--- config.mk ---
export PLATFORM = sky130hd
export DESIGN_NAME = encoder_serializer
export DESIGN_NICKNAME = d
export VERILOG_FILES = /design/src/rtl/encoder_serializer.sv
export SDC_FILE = /design/constraint.sdc
export NUM_CORES = 1
export LEC_CHECK = 0
export ABC_AREA = 1
export ABC_CLOCK_PERIOD_IN_PS = 1600
export BUFFER_PORTS_ARGS = -buffer_cell sky130_fd_sc_hd__buf_4
export CELL_PAD_IN_SITES_DETAIL_PLACEMENT = 1
export CELL_PAD_IN_SITES_GLOBAL_PLACEMENT = 1
export CORE_MARGIN = 2
export CORE_UTILIZATION = 34
export CTS_CLUSTER_SIZE = 40
export DETAILED_ROUTE_END_ITERATION = 8
export GPL_TIMING_DRIVEN = 0
export MAX_ROUTING_LAYER = met4
export PLACE_DENSITY = 0.79
export SLEW_MARGIN = 20
export SYNTH_ARGS = -nofsm -noshare
export SYNTH_HDL_FRONTEND = slang
export SYNTH_SLANG_ARGS = --single-unit
--- constraint.sdc ---
create_clock -name clk -period 1.6 [get_ports clk]
set_input_delay 0.16 -clock clk [delete_from_list [all_inputs] [get_ports clk]]
set_output_delay 0.16 -clock clk [all_outputs]
set_load 0.02 [all_outputs]
--- src/rtl/encoder_serializer.sv ---
// Priority encoder + serializer: captures an 8-bit request vector and
// emits the index of each set bit, lowest first, one per handshake.
//
// Ports:
//   clk       rising-edge clock
//   rst       asynchronous active-high reset
//   d         request vector (bit i = request for index i)
//   load      capture d when in_ready=1
//   in_ready  high in IDLE (able to accept load)
//   idx       index of lowest set pending bit
//   valid     idx is meaningful (SCAN)
//   out_ready consumer accepts idx this cycle
//   zero      one-cycle pulse after a load of d=8'h00
//   cnt       popcount of pending (only with ENC_COUNT_EN)
//
// Optional feature macro: ENC_COUNT_EN adds the cnt port.

module encoder_serializer (
    input  logic       clk,
    input  logic       rst,
    input  logic [7:0] d,
    input  logic       load,
    output logic       in_ready,
    output logic [2:0] idx,
    output logic       valid,
    input  logic       out_ready,
    output logic       zero
`ifdef ENC_COUNT_EN
    ,
    output logic [3:0] cnt
`endif
);

    typedef enum logic {
        S_IDLE,
        S_SCAN
    } state_t;

    state_t     r_state;
    logic [7:0] r_pending;
    logic       r_zero;

    logic [2:0] w_idx;
    logic [7:0] w_lowbit;
    logic [7:0] w_next;

    // Lowest set bit wins: scan high to low so the last hit is the lowest.
    always_comb begin
        w_idx = 3'd0;
        for (int i = 7; i >= 0; i--) begin
            if (r_pending[i]) begin
                w_idx = 3'(i);
            end
        end
    end

    // Isolate the lowest set bit and drop it.
    assign w_lowbit = r_pending & (~r_pending + 8'd1);
    assign w_next   = r_pending & ~w_lowbit;

    always_ff @(posedge clk or posedge rst) begin
        if (rst) begin
            r_state   <= S_IDLE;
            r_pending <= 8'h00;
            r_zero    <= 1'b0;
        end else begin
            r_zero <= 1'b0;
            case (r_state)
                S_IDLE: begin
                    if (load) begin
                        if (d != 8'h00) begin
                            r_pending <= d;
                            r_state   <= S_SCAN;
                        end else begin
                            r_zero <= 1'b1;
                        end
                    end
                end
                S_SCAN: begin
                    // Loads are ignored here; only the handshake advances.
                    if (out_ready) begin
                        r_pending <= w_next;
                        if (w_next == 8'h00) begin
                            r_state <= S_IDLE;
                        end
                    end
                end
                default: begin
                    r_state <= S_IDLE;
                end
            endcase
        end
    end

    assign in_ready = (r_state == S_IDLE);
    assign valid    = (r_state == S_SCAN);
    assign idx      = w_idx;
    assign zero     = r_zero;

`ifdef ENC_COUNT_EN
    logic [3:0] w_cnt;

    always_comb begin
        w_cnt = 4'd0;
        for (int i = 0; i < 8; i++) begin
            w_cnt = w_cnt + {3'b000, r_pending[i]};
        end
    end

    assign cnt = w_cnt;
`endif

endmodule

# After elaboration in Yosys (flattened, before gate mapping)
# Cells that the tools add are included.
[word_totals] register_bits=10 out_inout_bits=6 input_bits=12
[classes] bitwise_logic=5 muxes=20 n_eq_ne=3 n_addsub=1 n_reduce_logical=3
[ops] cell="two-way mux 3 bit" n=8
[ops] cell="two-way mux 8 bit" n=3
[ops] cell="bitwise AND 8 bit" n=2
[ops] cell="inverter 8 bit" n=2
[ops] cell="case mux 8 bit (2 select lines)" n=1
[ops] cell="adder 8 x 1 -> 8 bit (second input constant)" n=1
[ops] cell="zero test 8 bit" n=1
[ops] cell="nonzero test 8 bit" n=1
[ops] cell="two-way mux 1 bit" n=7
[ops] cell="!= test 2 bit (second input constant)" n=2
[ops] cell="AND reduction 3 bit" n=1
[ops] cell="!= test 2 x 1 -> 1 bit (second input constant)" n=1
[ops] cell="case mux 1 bit (2 select lines)" n=1
[ops] cell="inverter 1 bit" n=1

# Longest topological paths before layout
# Gate-level depths: netlist of run 1.
[depth] ltp_word=9 ltp_mapped=8

# Worst setup path before layout of run 1
# No wires, ideal clock.
[synth_timing] path_kind="reg-to-output" from="reg r_pending[6]" to="out idx[0]" path_slack_ns=0.395 path_buffers=0 t_arrival_ns=1.045 path_stages_with_launch=6 required_ns=1.440 path_cell_list="dfrtp_1 -> inv_1 -> a21oi_1 -> o21ai_0 -> nand2_1 -> a21oi_1"
[synth_via] elab_chain_cells=7
[synth_lines] item="start: declaration" line_no="40" source="logic [7:0] r_pending;"
[synth_lines] item="start signal: assignment" line_no="82" source="r_pending <= w_next;"
[synth_lines] item="two-way mux 3 bit (7 in series)" line_no="51" source="if (r_pending[i]) begin"
[synth_lines] item="end: declaration" line_no="24" source="output logic [2:0] idx,"
# Every way passes these cells.

# Final worst setup path of run 1
[layout_timing] from="reg r_pending[3]" to="out idx[2]"
[layout_via] elab_chain_cells=4
[layout_lines] item="two-way mux 3 bit (4 in series)" line_no="51"
# Every way passes these cells.

==> report_table.html, run 1 <==
<table>
<tr><th>Metric</th><th>Value</th></tr>
<tr><th colspan="2">Status</th></tr>
<tr><td>Status</td><td>completed</td></tr>
<tr><th colspan="2">Global route</th></tr>
<tr><td>M3 GR Usage</td><td>0.9202%</td></tr>
<tr><td>Number of global-route vias before repair</td><td>738</td></tr>
<tr><td>Global routing usage on met1</td><td>25.49%</td></tr>
<tr><td>Antenna violations before repair</td><td>0</td></tr>
<tr><td>GR Util met2</td><td>29.00%</td></tr>
<tr><td>Largest net degree at the start of global routing</td><td>11</td></tr>
<tr><td>First-pass GRT wire length</td><td>3408 um</td></tr>
<tr><td>Remaining global-route overflow</td><td>0</td></tr>
<tr><td>Most used routing layer</td><td>met2</td></tr>
<tr><td>All-Layer GR Usage</td><td>18.75%</td></tr>
<tr><th colspan="2">Detailed routing</th></tr>
<tr><td>Post-DR wirelength/cell</td><td>12.73 um</td></tr>
<tr><td>Router iterations before antenna repair</td><td>4</td></tr>
<tr><td>Final WL</td><td>1884 um</td></tr>
<tr><td>Vias per std cell</td><td>4.784</td></tr>
<tr><td>Via count of the routed design</td><td>708</td></tr>
<tr><td>Iter 0 DRT Violations</td><td>6</td></tr>
<tr><td>Post-route DRC violation count</td><td>0</td></tr>
<tr><td>Number of nets still failing antenna checks after routing</td><td>0</td></tr>
<tr><th colspan="2">Placed design</th></tr>
<tr><td>Count of input and output buffers</td><td>17</td></tr>
<tr><td>Detailed Place HPWL</td><td>1539 um</td></tr>
<tr><td>Routability Congestion</td><td>0.8203</td></tr>
<tr><td>Post-place instance area</td><td>843.3 um2</td></tr>
<tr><th colspan="2">Final layout</th></tr>
<tr><td>Layout cell share with drive strength beyond 1</td><td>28.10%</td></tr>
<tr><td>Number of fill cells</td><td>272</td></tr>
<tr><td>NumNets Final</td><td>135</td></tr>
<tr><td>Most common cell after layout, fill and taps aside</td><td>sky130_fd_sc_hd__nand2_1</td></tr>
<tr><td>Post-layout instance area</td><td>879.6 um2</td></tr>
<tr><td>Core Util, Final</td><td>45.77%</td></tr>
<tr><td>P&amp;R area growth vs syn</td><td>28.99%</td></tr>
<tr><td>Most frequent cells in the layout</td><td>sky130_fd_sc_hd__nand2_1, sky130_fd_sc_hd__buf_4, sky130_fd_sc_hd__nor2_1</td></tr>
<tr><td>Antenna cells</td><td>0</td></tr>
<tr><th colspan="2">Logic synthesis</th></tr>
<tr><td>Gate count after technology mapping</td><td>100</td></tr>
<tr><td>#FFs+latches synth</td><td>10</td></tr>
<tr><td>Dominant cell type by area after synthesis</td><td>sky130_fd_sc_hd__dfrtp_1</td></tr>
<tr><td>Fraction of the yosys area taken by sequential cells</td><td>36.70%</td></tr>
<tr><td>Cell types with the largest area share after synthesis</td><td>sky130_fd_sc_hd__dfrtp_1, sky130_fd_sc_hd__nand2_1, sky130_fd_sc_hd__nor2_1, sky130_fd_sc_hd__o21ai_2, sky130_fd_sc_hd__inv_1</td></tr>
<tr><td>Post-synthesis instance area</td><td>681.9 um2</td></tr>
<tr><td>Top_reg_cell synth</td><td>sky130_fd_sc_hd__dfrtp_1</td></tr>
<tr><td>Yosys cell types</td><td>15</td></tr>
<tr><td>Average cell area after synthesis</td><td>6.819 um2</td></tr>
<tr><td>Fraction of registers with async set/reset</td><td>100.0%</td></tr>
<tr><td>Number of flops mapped to enable cells by yosys</td><td>0</td></tr>
<tr><td>Post-synthesis net count</td><td>112</td></tr>
<tr><td>Yosys warning total</td><td>0</td></tr>
<tr><td>Area fraction of the dominant cell type after synthesis</td><td>36.70%</td></tr>
<tr><th colspan="2">Clock tree</th></tr>
<tr><td>Sinks on the clock net</td><td>10</td></tr>
<tr><td>Clock transition time at the flip-flop clock pins of the worst setup and hold paths</td><td>70 ps</td></tr>
<tr><td>Max Root-Sink Buffers</td><td>2</td></tr>
<tr><td>Clock tree from TritonCTS</td><td>done</td></tr>
<tr><td>Clock buffers created by TritonCTS</td><td>3</td></tr>
<tr><td>Worst-skew pair later-pin latency</td><td>270 ps</td></tr>
<tr><td>Library cell used as clock root buffer</td><td>sky130_fd_sc_hd__clkbuf_4</td></tr>
<tr><td>Level count of the clock H-tree</td><td>1</td></tr>
<tr><th colspan="2">Critical path</th></tr>
<tr><td>Internal reg-to-reg setup slack</td><td>300 ps</td></tr>
<tr><td>Category of the worst setup path launch point</td><td>flop</td></tr>
<tr><td>Buffers and inverters on the worst path</td><td>1</td></tr>
<tr><td>Critical path's slowest cell</td><td>sky130_fd_sc_hd__dfrtp_1</td></tr>
<tr><td>Highest cell delay on the worst timing path</td><td>400 ps</td></tr>
<tr><td>Sequence of cells on the critical path</td><td>nor2_1 -&gt; nand2_1 -&gt; a31oi_1 -&gt; buf_4</td></tr>
<tr><td>Crit path capture type</td><td>primary output</td></tr>
<tr><td>Required time reported for the critical path endpoint</td><td>1440 ps</td></tr>
<tr><td>Cell family with the largest share of critical-path delay</td><td>flip-flops</td></tr>
<tr><td>Peak fanout along the critical path</td><td>4</td></tr>
<tr><td>Critical path class</td><td>reg -&gt; out</td></tr>
<tr><td>Crit path DAT</td><td>1330 ps</td></tr>
<tr><th colspan="2">Power</th></tr>
<tr><td>Int Power</td><td>868.5 uW</td></tr>
<tr><td>Logic gate share of total power</td><td>62.4%</td></tr>
<tr><td>Proportion of power drawn by the clock network</td><td>10.2%</td></tr>
<tr><td>PwrDens</td><td>1999 nW/um2</td></tr>
<tr><td>Post-layout power</td><td>1.758 mW</td></tr>
<tr><td>Maximum vdd drop</td><td>0.8087 mV</td></tr>
<tr><td>Part of the total power dissipated in sequential elements</td><td>27.5%</td></tr>
<tr><td>Cell leakage power</td><td>0.4633 nW</td></tr>
<tr><td>Proportion of total power due to net switching</td><td>50.61%</td></tr>
<tr><td>Net load switching power</td><td>889.9 uW</td></tr>
<tr><th colspan="2">Floorplanning</th></tr>
<tr><td>I/O pin cnt</td><td>18</td></tr>
<tr><td>Height of the chip</td><td>48.79 um</td></tr>
<tr><td>Die width</td><td>48.79 um</td></tr>
<tr><td>Initial standard-cell utilization of the core</td><td>35.48%</td></tr>
<tr><td>Core area</td><td>1922 um2</td></tr>
<tr><td>Cell row count</td><td>16</td></tr>
<tr><td>Die footprint</td><td>2380 um2</td></tr>
<tr><th colspan="2">Timing</th></tr>
<tr><td>Worst Clk Skew</td><td>3.449 ps</td></tr>
<tr><td>RSZ-0062 raised after global routing</td><td>false</td></tr>
<tr><td>Fmax achieved</td><td>0.6731 GHz</td></tr>
<tr><td>Shortest period the worst path allows</td><td>1486 ps</td></tr>
<tr><td>Final clock period utilization by the worst path</td><td>92.86%</td></tr>
<tr><td>Number of hold violations in the final report</td><td>0</td></tr>
<tr><td>Setup tns final</td><td>0 ps</td></tr>
<tr><td>Transition time of the tightest slew-check pin</td><td>417.9 ps</td></tr>
<tr><td>Pins over their slew limit</td><td>0</td></tr>
<tr><td>Min Hold Slack</td><td>137.2 ps</td></tr>
<tr><td>Final-report setup violation count</td><td>0</td></tr>
<tr><td>Tightest slew margin relative to the limit</td><td>72.11%</td></tr>
<tr><th colspan="2">Flow run</th></tr>
<tr><td>Number of violations of the max-capacitance limit</td><td>0</td></tr>
<tr><th colspan="2">Min path</th></tr>
<tr><td>Hold Path Class</td><td>in -&gt; reg</td></tr>
</table>
-- state kept, by name, indices dropped and copies added (netlist names) --
register and count:
r_pending 8, valid 1, zero 1
-- through the flow --
step                worst slack (ps)  instances
finish                         114.3        148
global route                   1.223        148
CTS                            62.83        148
detailed placement             302.8        144
global placement               344.3        144
floorplan                      395.4        100
-- final timing paths --
kind | endpoint | startpoint | cells after the start
max | idx[2] | r_pending[3]$_DFFE_PP0P_ | 4
min | zero$_DFF_PP0_ | load | 3
max reg2reg | valid$_DFF_PP0_ | r_pending[3]$_DFFE_PP0P_ | 8
min reg2reg | r_pending[6]$_DFFE_PP0P_ | r_pending[6]$_DFFE_PP0P_ | 2
max in group asynchronous | r_pending[6]$_DFFE_PP0P_ | rst | 3
min in group asynchronous | r_pending[1]$_DFFE_PP0P_ | rst | 3
-- layout make-up --
class                   instances  area (um2)  share of cell area (%)
plain buffers                   2       22.52                   2.560
clock buffers                   3       22.52                   2.560
flip-flops and latches         10       251.5                   28.59
multi-input cells              75       362.8                   41.25
inverters                      13       48.80                   5.548
repair buffers                 18       137.6                   15.65
well taps                      27       33.78                   3.841
-- power by group through the flow --
stage	registers [mW]	clock network, mW	logic (mW)
after CTS	0.477	0.174	1.11
after global routing	0.500	0.191	1.23
final	0.483	0.179	1.10
after detailed placement	0.482	0	1.10
after global placement	0.472	0	1.07
after floorplan	0.457	0	0.767
-- per-layer routing --
layer  part of all wire [%]  routed length [um]
met1                     48                 899
met5                      0                   0
met3                    2.7                  51
met2                     47                 893
met4                    2.1                  40
-- cells by family after synthesis --
kind of cell	synth area share [%]
AO/OA/AOI/OAI	16.70
buffers and inverters	10.46
flip-flops	36.70
AND/OR/NAND/NOR	36.15
-- worst min-delay path: cells and delay by family --
| family | cells | cell delay [ps] |
|---|---|---|
| buffers and inverters | 1 | 120 |
| and+or+nand+nor | 2 | 90 |
-- synthesized netlist by cell type, types with 2 or more instances --
cell and n:
sky130_fd_sc_hd__nand2_1 32, sky130_fd_sc_hd__inv_1 12, sky130_fd_sc_hd__buf_6 2, sky130_fd_sc_hd__a21oi_1 4, sky130_fd_sc_hd__dfrtp_1 10, sky130_fd_sc_hd__nand3_1 7, sky130_fd_sc_hd__nor2_1 14, sky130_fd_sc_hd__o21ai_0 7
sky130_fd_sc_hd__o21ai_2 6
-- repair_timing --
item	CTS	global route
endpoints found under the hold margin	10	0
setup endpoints to repair	0	2
hold buffers	1	0
buffers inserted	0	0
resized for setup	0	3
(Power assumes the default switching activity.)
==> run 2, diff against run 1 <==
Settings changed: ABC_CLOCK_PERIOD_IN_PS 1600 to 1700.
Clock period 1.6 ns to 1.7 ns, I/O delays scaled along.
==> report_table.html, run 2 (same netlist as run 1, synthesis figures left out) <==
<table>
<tr><th>Metric</th><th>Value</th></tr>
<tr><th colspan="2">Clock tree</th></tr>
<tr><td>Buffers inserted during post-CTS setup optimization</td><td>0</td></tr>
<tr><td>Library cell used as clock root buffer</td><td>sky130_fd_sc_hd__clkbuf_4</td></tr>
<tr><td>Quantity of gates resized following cts</td><td>0</td></tr>
<tr><td>Max Root-Sink Buffers</td><td>2</td></tr>
<tr><td>Clock buffers created by TritonCTS</td><td>3</td></tr>
<tr><td>Level count of the clock H-tree</td><td>1</td></tr>
<tr><td>Clock tree from TritonCTS</td><td>done</td></tr>
<tr><td>Worst-skew pair later-pin latency</td><td>270 ps</td></tr>
<tr><td>Sinks on the clock net</td><td>10</td></tr>
<tr><td>Clock transition time at the flip-flop clock pins of the worst setup and hold paths</td><td>70 ps</td></tr>
<tr><th colspan="2">Final layout</th></tr>
<tr><td>Max FFs per register</td><td>8</td></tr>
<tr><td>Most frequent cells in the layout</td><td>sky130_fd_sc_hd__nand2_1, sky130_fd_sc_hd__buf_4, sky130_fd_sc_hd__nor2_1</td></tr>
<tr><td>Core Util, Final</td><td>45.57%</td></tr>
<tr><td>P&amp;R area growth vs syn</td><td>28.44%</td></tr>
<tr><td>Post-layout instance area</td><td>875.8 um2</td></tr>
<tr><td>Layout cell share with drive strength beyond 1</td><td>26.45%</td></tr>
<tr><td>Biggest register</td><td>r_pending</td></tr>
<tr><td>NumNets Final</td><td>135</td></tr>
<tr><td>Antenna cells</td><td>0</td></tr>
<tr><td>Most common cell after layout, fill and taps aside</td><td>sky130_fd_sc_hd__nand2_1</td></tr>
<tr><th colspan="2">Floorplanning</th></tr>
<tr><td>Cell row count</td><td>16</td></tr>
<tr><td>Die width</td><td>48.79 um</td></tr>
<tr><td>Initial standard-cell utilization of the core</td><td>35.48%</td></tr>
<tr><td>Core area</td><td>1922 um2</td></tr>
<tr><td>Die footprint</td><td>2380 um2</td></tr>
<tr><td>I/O pin cnt</td><td>18</td></tr>
<tr><td>Height of the chip</td><td>48.79 um</td></tr>
<tr><th colspan="2">Detailed routing</th></tr>
<tr><td>Final WL</td><td>1890 um</td></tr>
<tr><td>Number of nets still failing antenna checks after routing</td><td>0</td></tr>
<tr><td>Via count of the routed design</td><td>701</td></tr>
<tr><td>Vias per std cell</td><td>4.736</td></tr>
<tr><td>Iter 0 DRT Violations</td><td>3</td></tr>
<tr><td>Post-DR wirelength/cell</td><td>12.77 um</td></tr>
<tr><td>Post-route DRC violation count</td><td>0</td></tr>
<tr><td>Router iterations before antenna repair</td><td>4</td></tr>
<tr><th colspan="2">Global route</th></tr>
<tr><td>All-Layer GR Usage</td><td>18.75%</td></tr>
<tr><td>Largest net degree at the start of global routing</td><td>11</td></tr>
<tr><td>Remaining global-route overflow</td><td>0</td></tr>
<tr><td>First-pass GRT wire length</td><td>3408 um</td></tr>
<tr><td>Antenna violations before repair</td><td>0</td></tr>
<tr><td>Number of global-route vias before repair</td><td>738</td></tr>
<tr><th colspan="2">Flow run</th></tr>
<tr><td>Number of violations of the max-capacitance limit</td><td>0</td></tr>
<tr><th colspan="2">Timing</th></tr>
<tr><td>Transition time of the tightest slew-check pin</td><td>419.4 ps</td></tr>
<tr><td>Final-report setup violation count</td><td>0</td></tr>
<tr><td>Setup tns final</td><td>0 ps</td></tr>
<tr><td>RSZ-0062 raised after global routing</td><td>false</td></tr>
<tr><td>Least setup slack across all paths after layout</td><td>168.0 ps</td></tr>
<tr><td>Shortest period the worst path allows</td><td>1532 ps</td></tr>
<tr><td>Final clock period utilization by the worst path</td><td>90.12%</td></tr>
<tr><td>Worst Clk Skew</td><td>3.420 ps</td></tr>
<tr><td>Number of hold violations in the final report</td><td>0</td></tr>
<tr><td>Pins over their slew limit</td><td>0</td></tr>
<tr><td>Fmax achieved</td><td>0.6528 GHz</td></tr>
<tr><td>Tightest slew margin relative to the limit</td><td>72.01%</td></tr>
<tr><th colspan="2">Power</th></tr>
<tr><td>Cell leakage power</td><td>0.4642 nW</td></tr>
<tr><td>Post-layout power</td><td>1.645 mW</td></tr>
<tr><td>Maximum vdd drop</td><td>0.7605 mV</td></tr>
<tr><td>PwrDens</td><td>1879 nW/um2</td></tr>
<tr><th colspan="2">Critical path</th></tr>
<tr><td>Critical path's slowest cell</td><td>sky130_fd_sc_hd__dfrtp_1</td></tr>
<tr><td>Critical path class</td><td>reg -&gt; out</td></tr>
<tr><td>Required time reported for the critical path endpoint</td><td>1530 ps</td></tr>
<tr><td>Crit path DAT</td><td>1360 ps</td></tr>
<tr><td>Crit path capture type</td><td>primary output</td></tr>
<tr><td>Highest cell delay on the worst timing path</td><td>440 ps</td></tr>
<tr><td>Peak fanout along the critical path</td><td>5</td></tr>
<tr><td>Category of the worst setup path launch point</td><td>flop</td></tr>
<tr><td>Sequence of cells on the critical path</td><td>inv_1 -&gt; a21oi_1 -&gt; o21ai_0 -&gt; nand2_1 -&gt; a21oi_1 -&gt; buf_4</td></tr>
<tr><td>Cell type with the highest occurrence count on the critical path</td><td>sky130_fd_sc_hd__a21oi_1</td></tr>
<tr><th colspan="2">Status</th></tr>
<tr><td>Status</td><td>completed</td></tr>
<tr><th colspan="2">Placed design</th></tr>
<tr><td>Setup slack after placement</td><td>402.8 ps</td></tr>
<tr><td>Count of input and output buffers</td><td>17</td></tr>
<tr><td>Post-place instance area</td><td>843.3 um2</td></tr>
<tr><td>Detailed Place HPWL</td><td>1539 um</td></tr>
<tr><td>Routability Congestion</td><td>0.8203</td></tr>
<tr><th colspan="2">Min path</th></tr>
<tr><td>Hold Path Class</td><td>in -&gt; reg</td></tr>
</table>
[run 2: cell counts in the layout (fill, tap and decap cells not counted)]
No cell type changed its count.
[run 2: path summary, 6_finish.rpt]
| check | slack [ps] | end | cells after the start | from |
|---|---|---|---|---|
| min in group asynchronous | 450 | r_pending[1]$_DFFE_PP0P_ | 3 | rst |
| max in group asynchronous | 950 | r_pending[5]$_DFFE_PP0P_ | 3 | rst |
| setup reg to reg | 400 | valid$_DFF_PP0_ | 8 | r_pending[3]$_DFFE_PP0P_ |
| setup / recovery | 170 | idx[0] | 6 | r_pending[6]$_DFFE_PP0P_ |
| hold reg to reg | 600 | r_pending[7]$_DFFE_PP0P_ | 2 | r_pending[7]$_DFFE_PP0P_ |
| hold / removal | 150 | zero$_DFF_PP0_ | 3 | load |
[run 2: critical path: cells and delay by family, from the launching register on]
family | cells | cell delay (ps)
AO/OA/AOI/OAI | 3 | 330
AND/OR/NAND/NOR | 1 | 70
flip-flops | 1 | 440
buffers and inverters | 2 | 260
[run 2: area by class of cell]
class,count,area [um2]
buffer,2,22.52
clock buffer,3,22.52
fill,272,1046
inverter,13,48.80
multi-input combinational,75,360.3
sequential,10,250.2
tap,27,33.78
timing repair buffer,18,137.6
[run 2: timing repair]
action | in CTS | in global routing
hold endpoints to repair | 10 | 0
hold buffers | 1 | 0
setup endpoints to repair | 0 | 0
[run 2: layer usage]
metal	wire length [um]	GRT usage, %
met1	916	25.49
met2	882	29.00
met3	51	0.9202
met4	40	8.571
met5	0	-
[run 2: stage by stage]
| step | hold WS, ps | std cells |
|---|---|---|
| finish | 147.3 | 148 |
| global route | 154.0 | 148 |
| CTS | 151.6 | 148 |
| detailed placement | 187.6 | 144 |
| global placement | 186.7 | 144 |
| floorplan | 10.18 | 100 |
[run 2: where the power goes]
part	internal, mW	total (mW)	switching, mW
Clock	0.0820	0.168	0.0861
Sequential	0.329	0.450	0.120
Combinational	0.400	1.03	0.628
